<file path="src/rtl/tri_solve_sched.sv">
`default_nettype none
// ============================================================================
//  Module   : tri_solve_sched
//  Purpose  : Job scheduler and matrix store for the back-substitution solver.
//             Holds A (MAX_N x MAX_N), Y and X (MAX_N each). While RUN, the
//             solver gets zero-latency reads by opcode/i/j and writes X. Outside
//             RUN, a host port loads and reads back the same storage.
//             Sequences IDLE -> LOAD -> RUN -> DONE. Keeps the solver in reset
//             outside RUN.
//  Ports    : clk/rst_n        clock, async active-low reset
//             start/load_en/abort/n_cfg        job control
//             host_*           host storage port (granted outside RUN only)
//             slv_*            solver request/response and solver reset
//             busy/done/err/run_cycles         status
//  Revision : 1.0  initial release
// ============================================================================
module tri_solve_sched #(
    parameter int MAX_N   = 8,
    parameter int DW      = 20,
    parameter int TIMEOUT = 4096
) (
    input  logic          clk,
    input  logic          rst_n,
    input  logic          start,
    input  logic          load_en,
    input  logic          abort,
    input  logic [DW-1:0] n_cfg,
    input  logic          host_req,
    input  logic          host_we,
    input  logic [1:0]    host_sel,
    input  logic [DW-1:0] host_row,
    input  logic [DW-1:0] host_col,
    input  logic [DW-1:0] host_wdata,
    output logic          host_gnt,
    output logic [DW-1:0] host_rdata,
    output logic          host_rvalid,
    output logic          slv_rst_n,
    input  logic [2:0]    slv_opcode,
    input  logic [DW-1:0] slv_i,
    input  logic [DW-1:0] slv_j,
    input  logic [DW-1:0] slv_out,
    input  logic          slv_fin,
    output logic [DW-1:0] slv_in,
    output logic          busy,
    output logic          done,
    output logic          err,
    output logic [DW-1:0] run_cycles
);

    localparam int AW  = $clog2(MAX_N);
    localparam int AAW = $clog2(MAX_N * MAX_N);

    localparam logic [2:0] c_OP_GET_N   = 3'b000;
    localparam logic [2:0] c_OP_READ_Y  = 3'b001;
    localparam logic [2:0] c_OP_READ_A  = 3'b010;
    localparam logic [2:0] c_OP_READ_X  = 3'b011;
    localparam logic [2:0] c_OP_WRITE_X = 3'b100;

    localparam logic [1:0] c_SEL_A = 2'b00;
    localparam logic [1:0] c_SEL_Y = 2'b01;
    localparam logic [1:0] c_SEL_X = 2'b10;

    typedef enum logic [1:0] {
        ST_IDLE = 2'd0,
        ST_LOAD = 2'd1,
        ST_RUN  = 2'd2,
        ST_DONE = 2'd3
    } state_t;

    state_t        r_state;
    logic [DW-1:0] r_n;
    logic [DW-1:0] r_host_rdata;
    logic          r_host_rvalid;
    logic          r_err;
    logic [DW-1:0] r_run_cycles;
    logic          r_slv_rst_n;

    // Storage is deliberately not reset: it is always reloaded by the host.
    logic [DW-1:0] r_mem_a [MAX_N*MAX_N];
    logic [DW-1:0] r_mem_y [MAX_N];
    logic [DW-1:0] r_mem_x [MAX_N];

    logic           w_in_run;
    logic           w_slv_i_ok;
    logic           w_slv_j_ok;
    logic [AW-1:0]  w_slv_i_idx;
    logic [AW-1:0]  w_slv_j_idx;
    logic [AAW-1:0] w_slv_a_addr;
    logic [DW-1:0]  w_slv_rdata;
    logic           w_slv_we;
    logic           w_slv_err;

    logic           w_host_gnt;
    logic           w_host_row_ok;
    logic           w_host_col_ok;
    logic           w_host_ok;
    logic [AW-1:0]  w_host_row_idx;
    logic [AAW-1:0] w_host_a_addr;
    logic [DW-1:0]  w_host_rd;
    logic           w_host_err;

    logic           w_n_ok;
    logic           w_timeout;
    logic           w_start_err;
    logic           w_timeout_err;
    logic           w_err_set;

    assign w_in_run = (r_state == ST_RUN);

    // ------------------------------------------------------------------
    // Solver side: indices are range-checked first, then truncated to
    // the address width so out-of-range values never alias a real entry.
    // ------------------------------------------------------------------
    assign w_slv_i_ok   = (slv_i < DW'(MAX_N));
    assign w_slv_j_ok   = (slv_j < DW'(MAX_N));
    assign w_slv_i_idx  = slv_i[AW-1:0];
    assign w_slv_j_idx  = slv_j[AW-1:0];
    assign w_slv_a_addr = AAW'(w_slv_i_idx) * AAW'(MAX_N) + AAW'(w_slv_j_idx);

    always_comb begin
        w_slv_rdata = '0;
        w_slv_we    = 1'b0;
        w_slv_err   = 1'b0;
        if (w_in_run) begin
            case (slv_opcode)
                c_OP_GET_N: w_slv_rdata = r_n;
                c_OP_READ_Y: begin
                    if (w_slv_i_ok) w_slv_rdata = r_mem_y[w_slv_i_idx];
                    else            w_slv_err   = 1'b1;
                end
                c_OP_READ_A: begin
                    if (w_slv_i_ok && w_slv_j_ok) w_slv_rdata = r_mem_a[w_slv_a_addr];
                    else                          w_slv_err   = 1'b1;
                end
                c_OP_READ_X: begin
                    if (w_slv_j_ok) w_slv_rdata = r_mem_x[w_slv_j_idx];
                    else            w_slv_err   = 1'b1;
                end
                c_OP_WRITE_X: begin
                    if (w_slv_i_ok) w_slv_we  = 1'b1;
                    else            w_slv_err = 1'b1;
                end
                default: ;
            endcase
        end
    end

    // ------------------------------------------------------------------
    // Host side: locked out for the whole of RUN so the solver never stalls.
    // ------------------------------------------------------------------
    assign w_host_gnt     = host_req && !w_in_run;
    assign w_host_row_ok  = (host_row < DW'(MAX_N));
    assign w_host_col_ok  = (host_col < DW'(MAX_N));
    assign w_host_row_idx = host_row[AW-1:0];
    assign w_host_a_addr  = AAW'(w_host_row_idx) * AAW'(MAX_N) + AAW'(host_col[AW-1:0]);

    always_comb begin
        w_host_ok = 1'b0;
        w_host_rd = '0;
        case (host_sel)
            c_SEL_A: begin
                w_host_ok = w_host_row_ok && w_host_col_ok;
                if (w_host_ok) w_host_rd = r_mem_a[w_host_a_addr];
            end
            c_SEL_Y: begin
                w_host_ok = w_host_row_ok;
                if (w_host_ok) w_host_rd = r_mem_y[w_host_row_idx];
            end
            c_SEL_X: begin
                w_host_ok = w_host_row_ok;
                if (w_host_ok) w_host_rd = r_mem_x[w_host_row_idx];
            end
            default: ;
        endcase
    end

    assign w_host_err = w_host_gnt && !w_host_ok;

    // Solver and host writes are mutually exclusive by state.
    always_ff @(posedge clk) begin
        if (w_slv_we) begin
            r_mem_x[w_slv_i_idx] <= slv_out;
        end else if (w_host_gnt && host_we && w_host_ok) begin
            case (host_sel)
                c_SEL_A: r_mem_a[w_host_a_addr]  <= host_wdata;
                c_SEL_Y: r_mem_y[w_host_row_idx] <= host_wdata;
                c_SEL_X: r_mem_x[w_host_row_idx] <= host_wdata;
                default: ;
            endcase
        end
    end

    // ------------------------------------------------------------------
    // Control and error sources. A timeout coinciding with fin is a
    // normal completion; abort suppresses the start/timeout errors.
    // ------------------------------------------------------------------
    assign w_n_ok        = (n_cfg != '0) && (n_cfg <= DW'(MAX_N));
    assign w_timeout     = (r_run_cycles == DW'(TIMEOUT - 1));
    assign w_start_err   = (r_state == ST_LOAD) && start && !abort && !w_n_ok;
    assign w_timeout_err = w_in_run && !abort && !slv_fin && w_timeout;
    assign w_err_set     = w_slv_err || w_host_err || w_start_err || w_timeout_err;

    always_ff @(posedge clk or negedge rst_n) begin
        if (!rst_n) begin
            r_state       <= ST_IDLE;
            r_n           <= '0;
            r_host_rdata  <= '0;
            r_host_rvalid <= 1'b0;
            r_err         <= 1'b0;
            r_run_cycles  <= '0;
            r_slv_rst_n   <= 1'b0;
        end else begin
            r_host_rvalid <= w_host_gnt && !host_we;
            if (w_host_gnt && !host_we) begin
                r_host_rdata <= w_host_rd;
            end

            if (w_err_set) begin
                r_err <= 1'b1;
            end else if (load_en) begin
                r_err <= 1'b0;
            end

            if (w_in_run && (r_run_cycles != '1)) begin
                r_run_cycles <= r_run_cycles + 1'b1;
            end

            if (abort) begin
                r_state     <= ST_IDLE;
                r_slv_rst_n <= 1'b0;
            end else begin
                case (r_state)
                    ST_IDLE: begin
                        if (load_en) r_state <= ST_LOAD;
                    end
                    ST_LOAD: begin
                        if (start && w_n_ok) begin
                            r_state      <= ST_RUN;
                            r_n          <= n_cfg;
                            r_run_cycles <= '0;
                            r_slv_rst_n  <= 1'b1;
                        end
                    end
                    ST_RUN: begin
                        if (slv_fin) begin
                            r_state     <= ST_DONE;
                            r_slv_rst_n <= 1'b0;
                        end else if (w_timeout) begin
                            r_state     <= ST_IDLE;
                            r_slv_rst_n <= 1'b0;
                        end
                    end
                    ST_DONE: begin
                        if (load_en) r_state <= ST_LOAD;
                    end
                    default: begin
                        r_state     <= ST_IDLE;
                        r_slv_rst_n <= 1'b0;
                    end
                endcase
            end
        end
    end

    assign host_gnt    = w_host_gnt;
    assign host_rdata  = r_host_rdata;
    assign host_rvalid = r_host_rvalid;
    assign slv_rst_n   = r_slv_rst_n;
    assign slv_in      = w_slv_rdata;
    assign busy        = w_in_run;
    assign done        = (r_state == ST_DONE);
    assign err         = r_err;
    assign run_cycles  = r_run_cycles;

endmodule
`default_nettype wire

</file>
<file path="config.mk">
export PLATFORM = sky130hd
export DESIGN_NAME = tri_solve_sched
export DESIGN_NICKNAME = d
export VERILOG_FILES = /design/src/rtl/tri_solve_sched.sv
export SDC_FILE = /design/constraint.sdc
export NUM_CORES = 2
export LEC_CHECK = 0
export BUFFER_PORTS_ARGS = -buffer_cell sky130_fd_sc_hd__buf_2
export CORE_MARGIN = 5
export CORE_UTILIZATION = 45
export CTS_CLUSTER_SIZE = 10
export DETAILED_ROUTE_END_ITERATION = 8
export HOLD_SLACK_MARGIN = 0.05
export SYNTH_ARGS = -nofsm -noshare
export SYNTH_HDL_FRONTEND = slang
export SYNTH_SLANG_ARGS = --single-unit
</file>
<file path="constraint.sdc">
create_clock -name clk -period 3.45 [get_ports clk]
set_input_delay 0.69 -clock clk [delete_from_list [all_inputs] [get_ports clk]]
set_output_delay 0.69 -clock clk [all_outputs]
set_load 0.02 [all_outputs]
</file>
; After elaboration in Yosys (flattened, before gate mapping)
; Memory sizes are Yosys's and may differ from the RTL's.
; Index checks and enable logic that the tools add are counted.
; Widths: inputs -> output; s select.
[word_totals]
register_bits = 65
ram_bits = 1600
in_bits = 153
output_inout_bits = 66
elab_cells = 123
n_memories = 3
[mem_list]
columns = name, depth, width, read_ports, rd_clocked_by_memory_dff, wr, line_no
row1 = r_mem_a, 64, 20, 2, 0, 1, 79  ; logic [DW-1:0] r_mem_a [MAX_N*MAX_N];
row2 = r_mem_x, 8, 20, 2, 0, 1, 81  ; logic [DW-1:0] r_mem_x [MAX_N];
row3 = r_mem_y, 8, 20, 2, 0, 1, 80  ; logic [DW-1:0] r_mem_y [MAX_N];
[classes]
n_addsub = 3
magnitude_cmp = 5
n_eq_ne = 14
mux = 52
bitwise = 1
n_reduce_logical = 38
[op_table]
columns = operator, n
row1 = $mux 20, 12
row2 = $lt 20x4->1 const B, 4
row3 = $pmux 20 s4, 1
row4 = $pmux 20 s3, 1
row5 = $mux 1, 28
row6 = $add 20x1->20 const B, 1
row7 = $eq 20x12->1 const B, 1
row8 = $le 20x4->1 const B, 1
row9 = $ne 20x20->1 const B, 1
row10 = $reduce_bool 20->1, 1
row11 = $reduce_or 20->1, 1
row12 = $logic_and 1x1->1, 16
row13 = $add 6x3->6, 2
row14 = $mux 2, 5
row15 = $reduce_and 3->1, 3
row16 = $eq 2x2->1 const B, 3
row17 = $eq 3x2->1 const B, 2
row18 = $logic_not 1->1, 6
row19 = $pmux 2 s3, 1
row20 = $reduce_or 2->1, 3
row21 = $eq 2x1->1 const B, 2
row22 = $logic_not 2->1, 2
row23 = $ne 4x3->1 const B, 1
row24 = $pmux 1 s2, 2
row25 = 11 further kinds, 13

; Longest topological paths before layout
[depth]
depth_word = 10
depth_mapped = 12
depth_no_buf = 10

; Worst setup path before layout
; OpenSTA, ideal clock, no wires.
[synth_path]
kind = input -> register
startpoint = input port host_sel[0]
endpoint = memory r_mem_x[6][0] (enable)
setup_ns = 0.405
arrival_time_ns = 3.461
required_time_ns = 3.045
slack_ns = -0.416
stages = 9
path_buffers = 1
cell_sequence = inv_1 > ha_1 > or4b_1 > nor4_1 > a31oi_1 > nor3_1 > nand2_2 > buf_2 > o22ai_1
[synth_via]
elab_chain_len = 9
word_cells_on_any_way = 13
classes_between = eq/ne: 2 / mux: 7 / reduce/logical: 4
[synth_lines]
columns = element, line_no
row1 = start: declaration, 30  ; input logic [1:0] host_sel,
row2 = $eq 2x2->1 / $eq 2x1->1 (equally long branches), "160, 184"
row3 = $reduce_or 2->1 (no line), --
row4 = $pmux 1 s2, 160  ; case (host_sel)
row5 = $logic_and 1x1->1, 183  ; end else if (w_host_gnt && host_we && w_host_ok) begin
row6 = $mux 1 (*), 183
row7 = $mux 1 (*), 181  ; if (w_slv_we) begin
row8 = $mux 1 (not written as such) (*), 187  ; c_SEL_X: r_mem_x[w_host_row_idx] <= host_wdata;
row9 = $reduce_or 20->1 (no line), --
row10 = $mux 3 (no line) / $mux 1 (equally long branches), --
row11 = end: declaration, 81
; Every way passes the cells marked *; elsewhere a longest branch is shown, timed or not.

; Final worst setup path
[layout_path]
startpoint = input port slv_j[1]
endpoint = output port slv_in[5]
[layout_via]
elab_chain_len = 5
word_cells_on_any_way = 9
classes_between = add/sub: 1 / order compare: 1 / mux: 4 / reduce/logical: 1 / memory: 2
[layout_lines]
columns = element, line_no
row1 = start: declaration, 40  ; input logic [DW-1:0] slv_j,
row2 = $add 6x3->6 / $lt 20x4->1 (equally long branches), "118, 115"
row3 = $mem_v2 64x20 / $logic_and 1x1->1 (equally long branches), --
row4 = $mux 20, 132  ; if (w_slv_i_ok && w_slv_j_ok) w_slv_rdata = r_mem_a[w_slv_a_addr];
row5 = $pmux 20 s4 (*), 125  ; case (slv_opcode)
row6 = $mux 20 (*), 124  ; if (w_in_run) begin
row7 = end: declaration, 43  ; output logic [DW-1:0] slv_in,
; Marks and branches as above.

==> results.txt <==
- The flow ran to the end, but the final reports show violations.
- The final reports fail on negative setup slack.
- Critical Path RT: ~2800 ps
- The hold violation total from the final report was 0.
- Setup violations remaining at the end of the flow were counted as 20.
- Ports placed on the boundary: between 200 and 250
- Async set-or-reset flop fraction in the synthesized netlist: 0.0390
- Post-synthesis average cell area: roughly 16 um2
- Post-synthesis adder-cell area fraction: 0.00144
- Number of nets at the end of the flow: 6110
- Once placement finished, the instance area stood at approximately 0.090 mm2.
* Leak: between 30 and 40 nW
- Worst flop-to-flop path endpoint: host_rdata[3]
- Of the total synthesized cell area, the portion taken by XOR and XNOR cells is 0.00123.
* Die height: ~430 um
* Placer Congestion: ~1.0
* Number of enable-type register cells in the synthesized netlist: between 1500 and 2000
- Share of the core filled with cells: 0.572
- The share of the Yosys chip area taken by registers is 0.634.
- Fin. max-slew vios: 0
- Worst Path Arrival: ~3200 ps
* Post-synthesis cell area: 0.0783 mm2
- Number of violations reported at the end of detailed-routing iteration 0: between 9000 and 10000
- Pin count of the biggest net entering global routing: between 70 and 80
- Total track usage: 0.361
* Combinational family with the most area after synthesis: multiplexers
* Number of distinct standard cells referenced by the synthesized netlist: between 70 and 80
* Worst Setup Slack post-DPL: -1180 ps
- CTS Buf Count: 190
* Remaining max-slew budget at the tightest pin: 0.104
- First-pass GRT wire length: around 460 mm
- Summing over every cut layer, the via total after detailed routing is approximately 59000.
- The clock passes through at most 3 buffers.
* Fin cells: between 8000 and 9000
- The total area inside the core boundary comes to approximately 0.17 mm2.
- Clock-pin slew of the registers on the worst-case setup and hold paths: approximately 60 ps
- In the final layout, flip-flops and latches occupy 0.0497 mm2.
- Power, Total: 47.0 mW
- Summing all multi-input logic gate instances after layout gives 0.0287 mm2.
- In the routed design, unresolved DRC markers number 0.
- Max-cap violations in this run came to 0.
- Highest Clock Rate: 255 MHz
* Net Count, Synth: ~5100
* Top cells by area in the synthesized netlist: sky130_fd_sc_hd__edfxtp_1 (61%), sky130_fd_sc_hd__mux4_2 (11%), sky130_fd_sc_hd__mux2i_1 (4.2%)
* Drt pass-1 iters: 8
* Relative area change from synthesis to final layout: 26.7%
- The routed design has around 340 mm of wire.
* Crit start category: input pin
- For this configuration, the core starts out at a cell density of 0.451.
- Hold is met by ~94 ps.
- H-tree Lvls: 4
- The commonest cells after synthesis are sky130_fd_sc_hd__edfxtp_1 (1600), sky130_fd_sc_hd__mux4_2 (394), sky130_fd_sc_hd__mux2i_1 (329).
- Class of the most critical hold timing path: input pin to flop
- Dividing the final minimum period by the clock period gives 1.13.
* Library cell occupying the most area in the post-synthesis netlist: sky130_fd_sc_hd__edfxtp_1
- Antenna-violating nets left: 0
- Setup slack on the worst reg-to-reg path comes out at 30 ps.
- Critical Setup Path Class: input pin to primary output
* Area fraction of the dominant cell type after synthesis: 0.614
- Of the cells placed in the final design, the portion with a size suffix greater than 1 is 0.404.
* Number of global-route vias before repair: 56477
- Die span in x: ~430 um
- Setup repair after global routing could not meet its margin everywhere.
- CTS saw between 1500 and 2000 sinks.
- Buffers placed on the I/O ports in this run total ~220.
* Placed Instances: 7982
- Number of rows created at floorplan: ~150
- Post-DR wirelength/cell: approximately 40 um
* Root buffer cell: sky130_fd_sc_hd__clkbuf_16
- Largest vdd supply drop: roughly 0.43 mV
- FF-to-FF path depth: 12
- In the routed layout, each cell is associated on average with a via count of about 7.
- At the pin with the least slew margin, the transition time is approximately 1300 ps.
* Multiplexer fraction of the synthesized cell area: 0.194
* Area fraction in and, or, nand and nor cells after synthesis: 0.0403
* Fraction of the mapped netlist area in compound gates: 0.104
- Yosys instantiated no cell more often than sky130_fd_sc_hd__edfxtp_1.
- Summed over all nets, the half-perimeter wirelength after detailed placement is around 230 mm.
* Number of cells traversed by the worst hold path: 2
* Warning count from the yosys run: 0
- Adding up every negative setup slack in the final design gives -4670 ps.
- Final Skew: approximately 45 ps
- For this design the ratio of total power to cell area is between 400 and 500 mW/mm2.
- After layout, the worst setup slack is -465 ps.
- End point of the critical path: slv_in[5]
* Reg-to-reg startpoint: r_state[1]
* Number of fillers in the final layout: approximately 14000
- Post-route cell area: ~0.1 mm2
- TritonCTS built the clock tree.
- Total overflow reported by the global router: 0
* Number of storage elements in the synthesis netlist: approximately 1700
* Cells after synthesis: 4942
* Fin crit period: slightly below 4000 ps
- In this run the worst setup path begins at slv_j[1].
- The worst setup path is captured at a primary output.
* Largest fanout on the critical path: 11
- Die area: 0.182 mm2
- The number of antenna violations at the first check in global routing came to 30.
* Top_reg_cell synth: sky130_fd_sc_hd__edfxtp_1
- Clock latency on the worst-skew pair: about 860 ps
-- worst min-delay path by stage --
stage	startpoint	end	slack, ps
after floorplan	rst_n	err	390
after global placement	r_n[19]	r_n[19]	480
final	abort	r_state[1]	90
after CTS	abort	r_state[1]	50
after global routing	abort	r_state[1]	70
after detailed placement	r_n[16]	r_n[16]	490
-- state kept, by name, summed over array words and instances (netlist names) --
register	flops
r_n	20
run_cycles	20
r_mem_a	1280
host_rdata	20
r_mem_y	160
slv_rst_n	1
r_mem_x	160
r_state	2
host_rvalid	1
err	1
-- critical path, cell delays in order --
cell                        delay (ps)
sky130_fd_sc_hd__buf_16            140
sky130_fd_sc_hd__buf_12            150
sky130_fd_sc_hd__buf_4             140
sky130_fd_sc_hd__bufbuf_16         290
sky130_fd_sc_hd__mux4_2            240
sky130_fd_sc_hd__a22oi_1            60
sky130_fd_sc_hd__a21oi_1           450
sky130_fd_sc_hd__buf_4             230
sky130_fd_sc_hd__nor2_1             70
sky130_fd_sc_hd__o31ai_2           470
sky130_fd_sc_hd__buf_2             260
-- layout by cell type (no fill, tap or decap), types with 72 or more instances in the layout --
master and n:
sky130_fd_sc_hd__edfxtp_1 1600, sky130_fd_sc_hd__buf_4 709, sky130_fd_sc_hd__mux4_2 394, sky130_fd_sc_hd__mux2i_1 311, sky130_fd_sc_hd__mux2_2 266, sky130_fd_sc_hd__o22ai_1 212
sky130_fd_sc_hd__buf_12 209, sky130_fd_sc_hd__clkbuf_16 196, sky130_fd_sc_hd__buf_2 185, sky130_fd_sc_hd__nand2_1 162, sky130_fd_sc_hd__o21ai_0 137, sky130_fd_sc_hd__o221ai_1 129
sky130_fd_sc_hd__a21oi_1 125, sky130_fd_sc_hd__nor2_1 117, sky130_fd_sc_hd__a22oi_1 100, sky130_fd_sc_hd__nor2_2 86, sky130_fd_sc_hd__buf_6 74, sky130_fd_sc_hd__clkbuf_1 72
-- cell type report --
class	instances	area share
diodes	19	0.000479
clock buffers	269	0.0517
clock inverters	24	0.00251
inverters	24	0.000946
multi-input cells	2840	0.290
flip-flops and latches	1665	0.501
well taps	2325	0.0293
repair buffers	1227	0.125
-- layer usage --
layer  track usage  wire, um
met1         0.454    116000
met5             0        92
met3         0.110     43600
met2         0.528    146000
met4         0.269     30700
-- logic make-up after synthesis --
family | Yosys count
flip-flops | 1665
adder cells (fa/ha/maj) | 9
XOR/XNOR | 11
AND/OR/NAND/NOR | 656
AO/OA/AOI/OAI | 1171
buffers and inverters | 437
multiplexers | 993
-- power by group --
group | switching (mW) | internal [mW] | leakage, nW
logic | 3.75 | 2.36 | 16.0
clock network | 8.10 | 10.3 | 2.60
registers | 0.187 | 22.3 | 15.2
total | 12.0 | 34.9 | 33.8
-- timing repair --
action / CTS / global route
hold buffers: 1 / 0
resized for setup: 379 / 159
cloned: 13 / 5
hold endpoints to repair: 11 / 0
endpoints found under the setup margin: 1748 / 1274
setup buffers: 52 / 59
pin swaps: 87 / 79
(Power assumes the default switching activity.)
